--- src/rtl/uart_tx_arbiter.sv ---
// Round-robin arbiter sharing one UART transmitter between NUM_REQ byte producers; TxD_start one cycle after a granted request.
// Holds off while TxD_busy is high; optional packet lock via `define UART_ARB_LOCK_EN.
module uart_tx_arbiter #(
  parameter int NUM_REQ      = 4,
  parameter int GUARD_CYCLES = 0
) (
  input  logic                 clk,
  input  logic                 rst_n,
  input  logic [NUM_REQ-1:0]   req,
  input  logic [8*NUM_REQ-1:0] req_data,
  input  logic [NUM_REQ-1:0]   req_lock,
  output logic [NUM_REQ-1:0]   ack,
  output logic [NUM_REQ-1:0]   grant,
  output logic                 TxD_start,
  output logic [7:0]           TxD_data,
  input  logic                 TxD_busy,
  output logic                 arb_idle
);

  localparam int IW = (NUM_REQ > 1) ? $clog2(NUM_REQ) : 1;

  typedef enum logic [1:0] {IDLE, START, WAIT, GUARD} stateT;

  stateT          state;
  logic [IW-1:0]  rrPtr;
  logic [IW-1:0]  ownIdx;
  logic [IW-1:0]  winIdx;
  logic           winVld;
  logic [7:0]     guardCnt;

`ifdef UART_ARB_LOCK_EN
  logic           lockVld;
  logic [IW-1:0]  lockIdx;
`else
  logic           unusedLock;
  assign unusedLock = ^req_lock;
`endif

  function automatic logic [IW-1:0] nextIdx(input logic [IW-1:0] k);
    if (int'(k) == NUM_REQ - 1) return '0;
    return k + IW'(1);
  endfunction

  function automatic logic [NUM_REQ-1:0] oneHot(input logic [IW-1:0] k);
    logic [NUM_REQ-1:0] oh;
    oh = '0;
    oh[k] = 1'b1;
    return oh;
  endfunction

  // Descending scan so the last hit is the first requester at or after rrPtr.
  always_comb begin
    winVld = 1'b0;
    winIdx = rrPtr;
    for (int i = NUM_REQ - 1; i >= 0; i--) begin
      if (req[(int'(rrPtr) + i) % NUM_REQ]) begin
        winVld = 1'b1;
        winIdx = IW'((int'(rrPtr) + i) % NUM_REQ);
      end
    end
`ifdef UART_ARB_LOCK_EN
    if (lockVld && req[lockIdx]) begin
      winVld = 1'b1;
      winIdx = lockIdx;
    end
`endif
  end

  always_ff @(posedge clk or negedge rst_n) begin
    if (!rst_n) begin
      state     <= IDLE;
      rrPtr     <= '0;
      ownIdx    <= '0;
      guardCnt  <= '0;
      ack       <= '0;
      grant     <= '0;
      TxD_start <= 1'b0;
      TxD_data  <= 8'h00;
      arb_idle  <= 1'b1;
`ifdef UART_ARB_LOCK_EN
      lockVld   <= 1'b0;
      lockIdx   <= '0;
`endif
    end else begin
      ack <= '0;
      case (state)
        IDLE: begin
`ifdef UART_ARB_LOCK_EN
          if (lockVld && !req[lockIdx]) begin
            lockVld <= 1'b0;
            grant   <= '0;
          end
`endif
          if (winVld && !TxD_busy) begin
            state     <= START;
            ownIdx    <= winIdx;
            grant     <= oneHot(winIdx);
            TxD_data  <= req_data[8*int'(winIdx) +: 8];
            TxD_start <= 1'b1;
            arb_idle  <= 1'b0;
          end else begin
            arb_idle  <= ~|req;
          end
        end
        START: begin
          if (TxD_busy) begin
            TxD_start <= 1'b0;
            ack       <= oneHot(ownIdx);
            state     <= WAIT;
`ifdef UART_ARB_LOCK_EN
            if (req_lock[ownIdx]) begin
              lockVld <= 1'b1;
              lockIdx <= ownIdx;
            end else begin
              lockVld <= 1'b0;
              rrPtr   <= nextIdx(ownIdx);
            end
`else
            rrPtr     <= nextIdx(ownIdx);
`endif
          end
        end
        WAIT: begin
          if (!TxD_busy) begin
            state    <= (GUARD_CYCLES > 0) ? GUARD : IDLE;
            guardCnt <= '0;
            arb_idle <= (GUARD_CYCLES == 0) && !(|req);
`ifdef UART_ARB_LOCK_EN
            if (!lockVld) grant <= '0;
`else
            grant    <= '0;
`endif
          end
        end
        GUARD: begin
          if (guardCnt == 8'(GUARD_CYCLES - 1)) begin
            state    <= IDLE;
            arb_idle <= ~|req;
          end else begin
            guardCnt <= guardCnt + 8'd1;
          end
        end
        default: state <= IDLE;
      endcase
    end
  end

endmodule

--- config.mk ---
export PLATFORM = sky130hd
export DESIGN_NAME = uart_tx_arbiter
export DESIGN_NICKNAME = d
export VERILOG_FILES = /design/src/rtl/uart_tx_arbiter.sv
export SDC_FILE = /design/constraint.sdc
export NUM_CORES = 1
export LEC_CHECK = 0
export CAP_MARGIN = 20
export CORE_ASPECT_RATIO = 0.7
export CORE_MARGIN = 5
export CORE_UTILIZATION = 40
export DETAILED_ROUTE_END_ITERATION = 7
export PLACE_DENSITY_LB_ADDON = 0.2
export REMOVE_ABC_BUFFERS = 1
export SLEW_MARGIN = 10
export SYNTH_ARGS = -nofsm -noshare
export SYNTH_HDL_FRONTEND = slang
export SYNTH_SLANG_ARGS = --single-unit
--- constraint.sdc ---
create_clock -name clk -period 2 [get_ports clk]
set_clock_uncertainty 0.2 [all_clocks]
set_input_delay 0.4 -clock clk [delete_from_list [all_inputs] [get_ports clk]]
set_output_delay 0.4 -clock clk [all_outputs]
set_load 0.01 [all_outputs]
Yosys cells after proc, flatten, opt, wreduce, memory -nomap -nowiden
Index checks and enable logic that the tools add are counted.

Output and inout bits: 18. Input bits: 43. Logic and storage cells: 105. Bits in registers: 32.

Bitwise gates (word level): 3. Order comparisons: 8. Shift operators: 1. Mux-type cells: 48. Reduce and logical (&&, ||, !) cells: 21. Add/subtract/negate cells: 5. Equal/unequal tests: 10.

Operators by type and width (number): $shiftx 32x6->8 (1); $mux 1 (21); $mux 2 (10); $mux 4 (4); $mux 8 (2); $pmux 8 s2 (1); $lt 3x4->1 const B (3); $reduce_and 3->1 (4); $ne 2x2->1 const B (5); $lt 2x3->1 const B (3); $add 8x1->8 const B (1); $bmux 1 s2 (4); $eq 8x8->1 const B (1); $pmux 2 s4 (1); $pmux 4 s2 (1); $reduce_bool 2->1 (3); $reduce_or 2->1 (3); $add 2x1->2 const B (2); $add 2x2->2 const B (2); $demux 1 s2 (2); $eq 2x1->1 const B (2); $eq 2x2->1 const B (2); $ge 2x1->1 const B (2); $reduce_and 2->1 (2); 9 further kinds (14).

Logic depth before layout (Yosys ltp)
Gate-level depths: netlist of the first run.

Depth in word-level cells: 16. Mapped depth: 7. Mapped depth without buffers: 6.

Worst setup path after synthesis of the first run
Ideal clock, no wire load.

Path type: input-to-reg. Start point: in req[1]. End point: reg TxD_data[0]. Data required time: 1672 ps. Stages: 7. Arrival: 1699 ps. Buffers on the path: 2. Library setup time: 128 ps. Setup slack: -26 ps. Cell sequence: buf_6 > or4_4 > buf_6 > nand2_8 > a21oi_4 > a222oi_1 > nand2_1.

Word-level cells in the longest chain between the ends: 9. Elaborated cells between the ends (all ways): 22. Those cells by class: shift: 1; mux: 19; reduce/logical: 2.

Ends and longest elaborated chain: from (decl) (RTL line 9) `input logic [NUM_REQ-1:0] req,`; parallel branches: the longest is 9 deep, another holds $shiftx 32x6->8; to (signal assigned) (RTL line 98) `TxD_data <= req_data[8*int'(winIdx) +: 8];`; to (decl) (RTL line 15) `output logic [7:0] TxD_data,`.

Several ways; the timed one is not identified. The select of a mux whose other input is x is not followed. A chain may end at the register's enable or synchronous reset.

Final worst setup path of the first run
Start point: in req[1]. End point: reg TxD_data[1].

Same word-level chain as after synthesis.

==> results of run 1 <==
[cell families after synthesis]
kind of cell,Yosys count
and+or+nand+nor,84
AOI/OAI and AO/OA,58
DFF,32
buffers and inverters,19
xor gates and xnor gates,5
adders and majority gates,5
[cell type report]
cell class                      instances  area share, %
Clock buffer                            7           2.71
Clock inverter                          1          0.178
Inverter                                7          0.934
Multi-Input combinational cell        152           36.6
Sequential cell                        32           28.6
Tap cell                               57           2.54
Timing Repair Buffer                   88           28.5
[how the worst max path moves through the flow]
stage                            start                 endpoint  slack (ns)  cells after the start
6_report                        req[1]  TxD_data[1]$_DFFE_PN0P_        0.08                      6
5_1_grt        guardCnt[0]$_DFFE_PN0P_  guardCnt[6]$_DFFE_PN0P_      0.0005                      6
4_1_cts           rrPtr[1]$_DFFE_PN0P_  TxD_data[1]$_DFFE_PN0P_       0.009                      6
3_5_place_dp                    req[0]  TxD_data[1]$_DFFE_PN0P_       -0.59                      8
3_3_place_gp                    req[0]  TxD_data[1]$_DFFE_PN0P_       -0.55                      8
2_1_floorplan                   req[2]  TxD_data[2]$_DFFE_PN0P_       -0.06                      5
[cell usage after synthesis (all sizes together) (7+ instances only)]
| cell type | count | area, sq um |
|---|---|---|
| inv | 7 | 26.3 |
| and3 | 8 | 50.1 |
| a21boi | 8 | 60.1 |
| nor2 | 12 | 47.6 |
| nor3 | 8 | 45.0 |
| nand3 | 7 | 35.0 |
| o21bai | 9 | 67.6 |
| nand2 | 24 | 106 |
| a222oi | 7 | 70.1 |
| o21ai | 15 | 78.8 |
| dfrtp | 31 | 776 |
[registers in the layout (all words and copies together) (netlist names)]
name	count
guardCnt	8
ack	4
arb_idle	1
state	2
grant	4
ownIdx	2
rrPtr	2
TxD_start	1
TxD_data	8
[critical path, cell delays in order]
cell and delay, ns:
dlygate4sd2_1 0.26, or4_4 0.57, nand2_8 0.12, o21ai_4 0.10, a222oi_1 0.33, nand2_1 0.09
[cells in the final DEF, fill, tap and decap left out, types with 3 or more instances in the layout]
cell	n
and2_1	6
buf_4	29
buf_6	3
inv_1	7
and3_1	8
clkbuf_8	5
a21boi_0	7
a222oi_1	7
nor2_1	11
o211ai_1	3
o21ai_0	12
nand3_1	7
xnor2_1	4
ha_1	5
nor3_1	7
nor2b_1	6
dfrtp_1	30
nand2_1	23
clkdlybuf4s50_1	51
o21bai_1	9
[report_power, final]
part / switching, mW / internal, mW / total, mW
registers: 0.180 / 0.882 / 1.06
logic: 0.721 / 0.807 / 1.53
clock network: 0.216 / 0.244 / 0.459
[through the flow]
stage / power (mW) / setup WS, ns
finish: 3.05 / 0.0801
global route: 3.30 / 0.000498
CTS: 3.02 / 0.00904
detailed placement: 2.53 / -0.591
global placement: 2.51 / -0.546
floorplan: 1.77 / -0.0581
[metal layers]
layer	global-route usage, %	vias to the layer above	share of wire [%]
met5	0	-	0
met3	5.79	4	7.7
met4	2.78	0	0.47
li1	-	900	-
met2	25.7	52	42
met1	23.2	856	50
[timing repair]
item / 4_1_cts / 5_1_grt
endpoints found under the setup margin: 15 / 18
setup buffers: 2 / 3
resized for setup: 10 / 11
pin swaps: 6 / 4
gates cloned: 0 / 0
==> run summary, run 1 <==
Status: completed
Synth Area in Adders: 3.30%
DR pass1 iterations: 5
PwrDens: 1080 nW/um^2
Dominant synthesized flop cell: dfrtp_1
CTS Hold Bufs: 0
Worst Hold Class: register to register
Final Non-Filler Cells: 344
Slew Viols, Final: 0
Worst Path Required: 1.95 ns
R2R setup slack: 0.09 ns
Clock Tree Buf Depth: 2
Cell depth of the worst flop-to-flop path: 6
CTS buffer count: 5
Syn_area_per_cell: 9.34 sq um
Chip height: 67.6 microns
Hold Crit Depth: 2
Multi-input logic area: 1030 sq um
Via Count: 1812
Asr flop ratio synth: 100%
Post-DP HPWL: 3.67 mm
Reg2reg end: guardCnt[2]$_DFFE_PN0P_
Post-Synth Simple-Gate Area: 24.4%
Ys Warns: 0
Clk sinks: 32
Layout cells sized above 1: 18.1%
#FFs+latches synth: 32
# DRC: 0
CP startpoint kind: input pin
Clock-pin slew on the worst setup and hold paths: 0.06 ns
Final ANT Viol Nets: 0
EDFF count, synth: 0
Register area share after synthesis: 42.3%
I/O Buffers: 56
Synth Area in Compound Gates: 22.9%
Initial Util: 40.6%
Worst skew pair latency: 0.27 ns
Register area: 803 sq um
Routed vias/inst: 5.27
Vias in the first global route: 1776
Fill cell count: 406
Unrepaired setup endpoints after global routing: no
Congestion Overflow GR: 0
WL per Instance: 14.3 microns
Placer Congestion: 0.852
Synth unique cells: 46
FMAX: 521 MHz
DP Cell Count: 331
Largest net degree at the start of global routing: 33
FF-to-FF Start: guardCnt[0]$_DFFE_PN0P_
First-pass GRT wire length: 8.27 mm
FP Rows: 21
Worst-case hold slack: 0.281 ns
Final hold viol count: 0
Pleak: 1.30 nW
GR Util All Layers: 16.8%
Multiplexer area fraction after synthesis: 0%
Final #Nets: 334
Setup_tns: 0 ns
Post-Synth XOR/XNOR Area: 2.31%
# IOs: 61
Worst setup path category: input pin to register
Iter 0 DRT Violations: 113
Slew @ Worst Pin: 0.562 ns
WHS Endpoint: TxD_start$_DFFE_PN0P_
Mapped cell area: 1900 sq um
Hold Startpoint: TxD_start$_DFFE_PN0P_
Antenna cells: 0
Critical path capture point type: register
CTS tree: built
Routed WL: 4.94 mm
Largest family of logic cells by synthesized area: simple AND/OR/NAND/NOR gates
Finish-stage setup viols: 0
Crit share post-route: 96.0%
DIE AREA: 6240 sq um
Maximum level of the CTS H-tree: 2
Design area: 2810 sq um
Max rail drop VDD: 0.000466 V
Antenna violations before repair: 0
Max-slew headroom: 62.4%
Final min period: 1.92 ns
MaxCap Viol Count: 0
Core area: 4680 sq um
CP Max Fanout: 8
Die W: 92.3 microns
CP arrival: 1.87 ns
Fin util: 60.1%
Dpl cell area: 2670 sq um
Post-Syn Instances: 203
Root Driver: clkbuf_8
Area grow syn2layout: 48.3%
Power figures use the tool's default switching activity.
==> run 2: changes to the inputs <==
--- a/config.mk
+++ b/config.mk
@@ -9,5 +9,6 @@
 export CORE_ASPECT_RATIO = 0.7
-export CORE_MARGIN = 5
+export CORE_MARGIN = 3
 export CORE_UTILIZATION = 40
 export DETAILED_ROUTE_END_ITERATION = 7
+export GPL_TIMING_DRIVEN = 1
 export PLACE_DENSITY_LB_ADDON = 0.2
--- a/constraint.sdc
+++ b/constraint.sdc
@@ -4,2 +4,2 @@
 set_output_delay 0.4 -clock clk [all_outputs]
-set_load 0.01 [all_outputs]
+set_load 0.1 [all_outputs]
==> run 2 against run 1 <==
Against the previous run:
- wire length increased by 1.0%
- fmax about the same
- first-iteration DRC count increased by 15%
- setup slack about the same
- worst hold slack improved by 0.029 ns
- flip-flop and latch count unchanged
- critical path type unchanged
- largest power group unchanged
==> run summary, run 2 (synthesized netlist as in run 1, its figures left out) <==
# DRC: 0
Post-DP HPWL: 3.72 mm
Critical path's largest stage delay: 0.50 ns
Biggest regs: TxD_data (8), guardCnt (8)
Layout cells sized above 1: 25.7%
Area grow syn2layout: 59.1%
Congestion Overflow GR: 0
Via Count: 1826
Iter 0 DRT Violations: 130
CTS tree: built
CP arrival: 1.87 ns
Final #Nets: 339
CTS buffer count: 5
Most frequent cells in the layout: buf_4, clkdlybuf4s50_1, dfrtp_1, nand2_1, buf_12
Max rail drop VDD: 0.00145 V
MaxCap Viol Count: 0
Final hold viol count: 0
CTS Hold Bufs: 0
DIE AREA: 5620 sq um
Worst skew pair latency: 0.28 ns
Design area: 3020 sq um
Worst Hold Class: input pin to asynchronous set/reset pin
WL per Instance: 14.4 microns
Routed WL: 4.99 mm
Largest net degree at the start of global routing: 33
Max-slew headroom: 72.9%
I/O Buffers: 56
Slew @ Worst Pin: 0.407 ns
Initial Util: 42.6%
Worst Path Required: 1.95 ns
Worst setup path category: input pin to register
DP Cell Count: 330
Pre-CTS setup slack: -0.523 ns
WP buf/inv: 1
Core area: 4450 sq um
DR pass1 iterations: 6
Antenna cells: 0
Slew Viols, Final: 0
Reg2reg end: TxD_data[2]$_DFFE_PN0P_
# IOs: 61
Cell family with most CP delay: simple AND/OR/NAND/NOR gates
Status: completed
CP startpoint kind: input pin
Worst Setup Slack, final: 0.0801 ns
Clk sinks: 32
Final min period: 1.92 ns
Crit-path slowest cell: or4_4
Routed vias/inst: 5.26
Final ANT Viol Nets: 0
FF-to-FF Start: rrPtr[1]$_DFFE_PN0P_
Antenna violations before repair: 0
Vias in the first global route: 1772
Fill cell count: 361
Crit share post-route: 96.0%
Root Driver: clkbuf_8
FP Rows: 20
Dpl cell area: 2850 sq um
Fin util: 67.8%
Critical path capture point type: register
Maximum level of the CTS H-tree: 2
Worst-path cell chain: dlygate4sd2_1, or4_4, nand2_8, o21ai_4, a222oi_1, nand2_1
Final Non-Filler Cells: 347
Chip height: 63.6 microns
Cell depth of the worst flop-to-flop path: 6
Pleak: 1.40 nW
R2R setup slack: 0.10 ns
Clock Tree Buf Depth: 2
Die W: 88.3 microns
First-pass GRT wire length: 8.27 mm
Clock-pin slew on the worst setup and hold paths: 0.06 ns
FMAX: 521 MHz
Placer Congestion: 0.820
Finish-stage setup viols: 0
Commonest non-fill, non-tap cell in the layout: buf_4
GR Util All Layers: 19.0%
PwrDens: 1460 nW/um^2
CP Max Fanout: 9
## run 2: cell type report
type	instances	area, sq um	area share (%)
inverter	7	26.3	0.871
tap	55	68.8	2.28
timing repair buffer	93	1010	33.4
sequential	32	803	26.6
clock buffer	6	82.6	2.74
clock inverter	2	10.0	0.332
multi-input combinational	152	1020	33.7
## run 2: report_power, final
group          internal, mW  switching (mW)  leakage [nW]
clock                 0.274           0.227        0.0510
sequential            0.882           0.260         0.410
combinational          1.09            1.65         0.944
total                  2.25            2.14          1.40
## run 2: how the worst max path moves through the flow
stage / startpoint / endpoint / slack [ns] / depth (start not counted)
after floorplan: req[2] / TxD_data[2]$_DFFE_PN0P_ / -0.06 / 5
after global placement: req[3] / TxD_data[5]$_DFFE_PN0P_ / -0.48 / 8
after detailed placement: req[0] / TxD_data[3]$_DFFE_PN0P_ / -0.52 / 8
after CTS: req[0] / TxD_data[5]$_DFFE_PN0P_ / 0.0009 / 8
after global routing: rrPtr[1]$_DFFE_PN0P_ / TxD_data[2]$_DFFE_PN0P_ / -0.02 / 6
final: req[2] / TxD_data[5]$_DFFE_PN0P_ / 0.08 / 6
## run 2: metal layers
layer	routed length, microns	GRT usage, %	vias up
li1	-	-	918
met1	2400	27.3	850
met2	2210	27.7	56
met3	358	6.54	2
met4	15	3.40	0
met5	0	0	-
## run 2: per-stage QoR
step | hold slack (ns) | TNS [ns] | total power, mW
global placement | 0.316 | -6.77 | 3.79
detailed placement | 0.327 | -7.31 | 3.82
finish | 0.310 | 0 | 4.39
floorplan | -0.0956 | -0.0581 | 2.68
global route | 0.346 | -0.0160 | 4.66
CTS | 0.327 | 0 | 4.38
## run 2: timing repair
action,CTS,global route
setup buffers,7,2
pin swaps,7,6
resized for setup,8,8
hold endpoints to repair,0,0
setup endpoints to repair,18,10
==> run 3: changes to the inputs <==
Settings changed: CORE_UTILIZATION 40 to 43.
Clock period 2 ns to 1.9 ns, I/O delays scaled along.
==> run 3 against run 2 <==
Against the previous run:
- global-route usage is 1.7 points higher
- worst hold slack worse by 0.060 ns
- non-clock buffer count is 4 higher
- clock-buffer cell count is 2 higher
- highest routed layer unchanged
- critical path type is now register to register
- first-iteration DRC count is 21% lower
- sequential share of layout area fell by 0.83 points
- sequential power rose by 6%
- cell count is 0.29% higher
- combinational power grew 12%
- die area decreased by 6.4%
- largest cell class unchanged
- power is 10% higher
==> run summary, run 3 (synthesized netlist as in run 1, its figures left out) <==
Final min period: 1.86 ns
Worst setup path category: register to register
Crit path launch: rrPtr[1]$_DFFE_PN0P_
# DRC: 0
R2R setup slack: 0.04 ns
WL per Instance: 15.3 microns
CTS tree: built
Finish-stage setup viols: 0
Die W: 85.4 microns
Chip height: 61.6 microns
Part of the power in registers: 25.1%
Pleak: 1.43 nW
Max rail drop VDD: 0.00107 V
Clock Tree Buf Depth: 2
Status: completed
Final #Nets: 343
Commonest non-fill, non-tap cell in the layout: buf_4
Antenna cells: 0
Worst Setup Slack, final: 0.0432 ns
MaxCap Viol Count: 0
Slew Viols, Final: 0
Crit path capture: TxD_data[2]$_DFFE_PN0P_
Critical path capture point type: register
Max-slew headroom: 69.7%
Worst Path Required: 1.87 ns
Worst skew pair latency: 0.29 ns
Switching fraction of total power: 48.6%
Root Driver: clkbuf_8
Unrepaired setup endpoints after global routing: yes
Core area: 4090 sq um
GR Util All Layers: 20.7%
Layout cells sized above 1: 30.4%
First-pass GRT wire length: 8.19 mm
Biggest regs: TxD_data (8), guardCnt (8)
Internal Pwr Total: 2.49 mW
Largest net degree at the start of global routing: 33
Clock share of power: 11.4%
Iter 0 DRT Violations: 103
Post-DP HPWL: 3.82 mm
Routed vias/inst: 5.62
Power Total: 4.84 mW
Via Count: 1956
Vias in the first global route: 1742
DIE AREA: 5260 sq um
Worst Hold Class: input pin to asynchronous set/reset pin
Clk sinks: 32
FP Rows: 19
Placer Congestion: 0.862
Area grow syn2layout: 64.7%
CP startpoint kind: register
CTS buffer count: 5
Routed WL: 5.32 mm
Final hold viol count: 0
Most frequent cells in the layout: buf_4, clkdlybuf4s50_1, dfrtp_1, nand2_1, buf_12
Clock-pin slew on the worst setup and hold paths: 0.07 ns
Cell depth of the worst flop-to-flop path: 5
# IOs: 61
Comb power frac: 63.5%
CP arrival: 1.82 ns
Slew @ Worst Pin: 0.450 ns
FMAX: 539 MHz
Crit share post-route: 97.7%
DR pass1 iterations: 5
CP Max Fanout: 6
Psw: 2.35 mW
Initial Util: 46.4%
PwrDens: 1550 nW/um^2
Reg2reg end: TxD_data[2]$_DFFE_PN0P_
Congestion Overflow GR: 0
Maximum level of the CTS H-tree: 2
Pre-CTS setup slack: -0.598 ns
I/O Buffers: 56
FF-to-FF Start: rrPtr[1]$_DFFE_PN0P_
Antenna violations before repair: 0
Final ANT Viol Nets: 0
## run 3: cell count changes in the layout (fill, tap and decap cells not counted), sizes merged
cell	delta
clkbuf	+3
clkinv	-2
dlygate4sd2	-3
buf	+5
dlymetal6s2s	+1
## run 3: metrics by stage
stage / setup TNS, ns / std cells / instance area (sq um) / hold slack [ns] / util [%]
global placement: -7.97 / 334 / 2930 / 0.318 / 71.5
global route: -0.128 / 348 / 3120 / 0.258 / 76.4
floorplan: -0.138 / 191 / 1830 / -0.116 / -
finish: 0 / 348 / 3120 / 0.250 / 76.4
CTS: 0 / 342 / 3050 / 0.256 / 74.5
detailed placement: -8.39 / 334 / 2930 / 0.311 / 71.5
## run 3: worst min-delay path by stage
stage | start | end | slack [ns] | depth (start not counted)
after CTS | rst_n | guardCnt[4]$_DFFE_PN0P_ | 0.26 | 2
final | rst_n | guardCnt[5]$_DFFE_PN0P_ | 0.25 | 2
after floorplan | rst_n | TxD_data[0]$_DFFE_PN0P_ | -0.12 | 0
after global placement | guardCnt[1]$_DFFE_PN0P_ | guardCnt[1]$_DFFE_PN0P_ | 0.32 | 2
after detailed placement | guardCnt[0]$_DFFE_PN0P_ | guardCnt[0]$_DFFE_PN0P_ | 0.31 | 1
after global routing | rst_n | guardCnt[6]$_DFFE_PN0P_ | 0.26 | 2
## run 3: repair_timing
item / in CTS / in global routing
buffers inserted: 0 / 6
pin swaps: 8 / 12
gates resized for setup: 16 / 22
setup endpoints to repair: 16 / 18
hold buffers: 0 / 0
## run 3: metal layers
metal / share of wire, % / global-route usage, % / vias up
met1: 46 / 27.8 / 949
met5: 0 / 0 / -
met2: 45 / 31.0 / 78
met3: 9.0 / 8.69 / 6
met4: 0.66 / 5.42 / 0
li1: - / - / 923
## run 3: layout make-up
cell class                 instances  area, sq um
tap                               52         65.1
inverter                           7         26.3
fill                             279          965
timing repair buffer              97         1070
multi-input combinational        152         1070
sequential                        32          806
clock buffer                       8         90.1
## run 3: power by group through the flow
stage               Combinational, mW  Sequential (mW)  Clock (mW)
floorplan                       0.673             2.15           0
global placement                 2.85             1.21           0
detailed placement               2.90             1.20           0
CTS                              2.93             1.21       0.553
global route                     3.26             1.24       0.589
finish                           3.07             1.21       0.550
## run 3: worst max-delay path: stages, from the launching register on
cell,delay [ns]
dfrtp_2,0.44
and3b_1,0.18
a2111o_1,0.39
nand2_2,0.16
nor4b_1,0.27
nor3_1,0.10
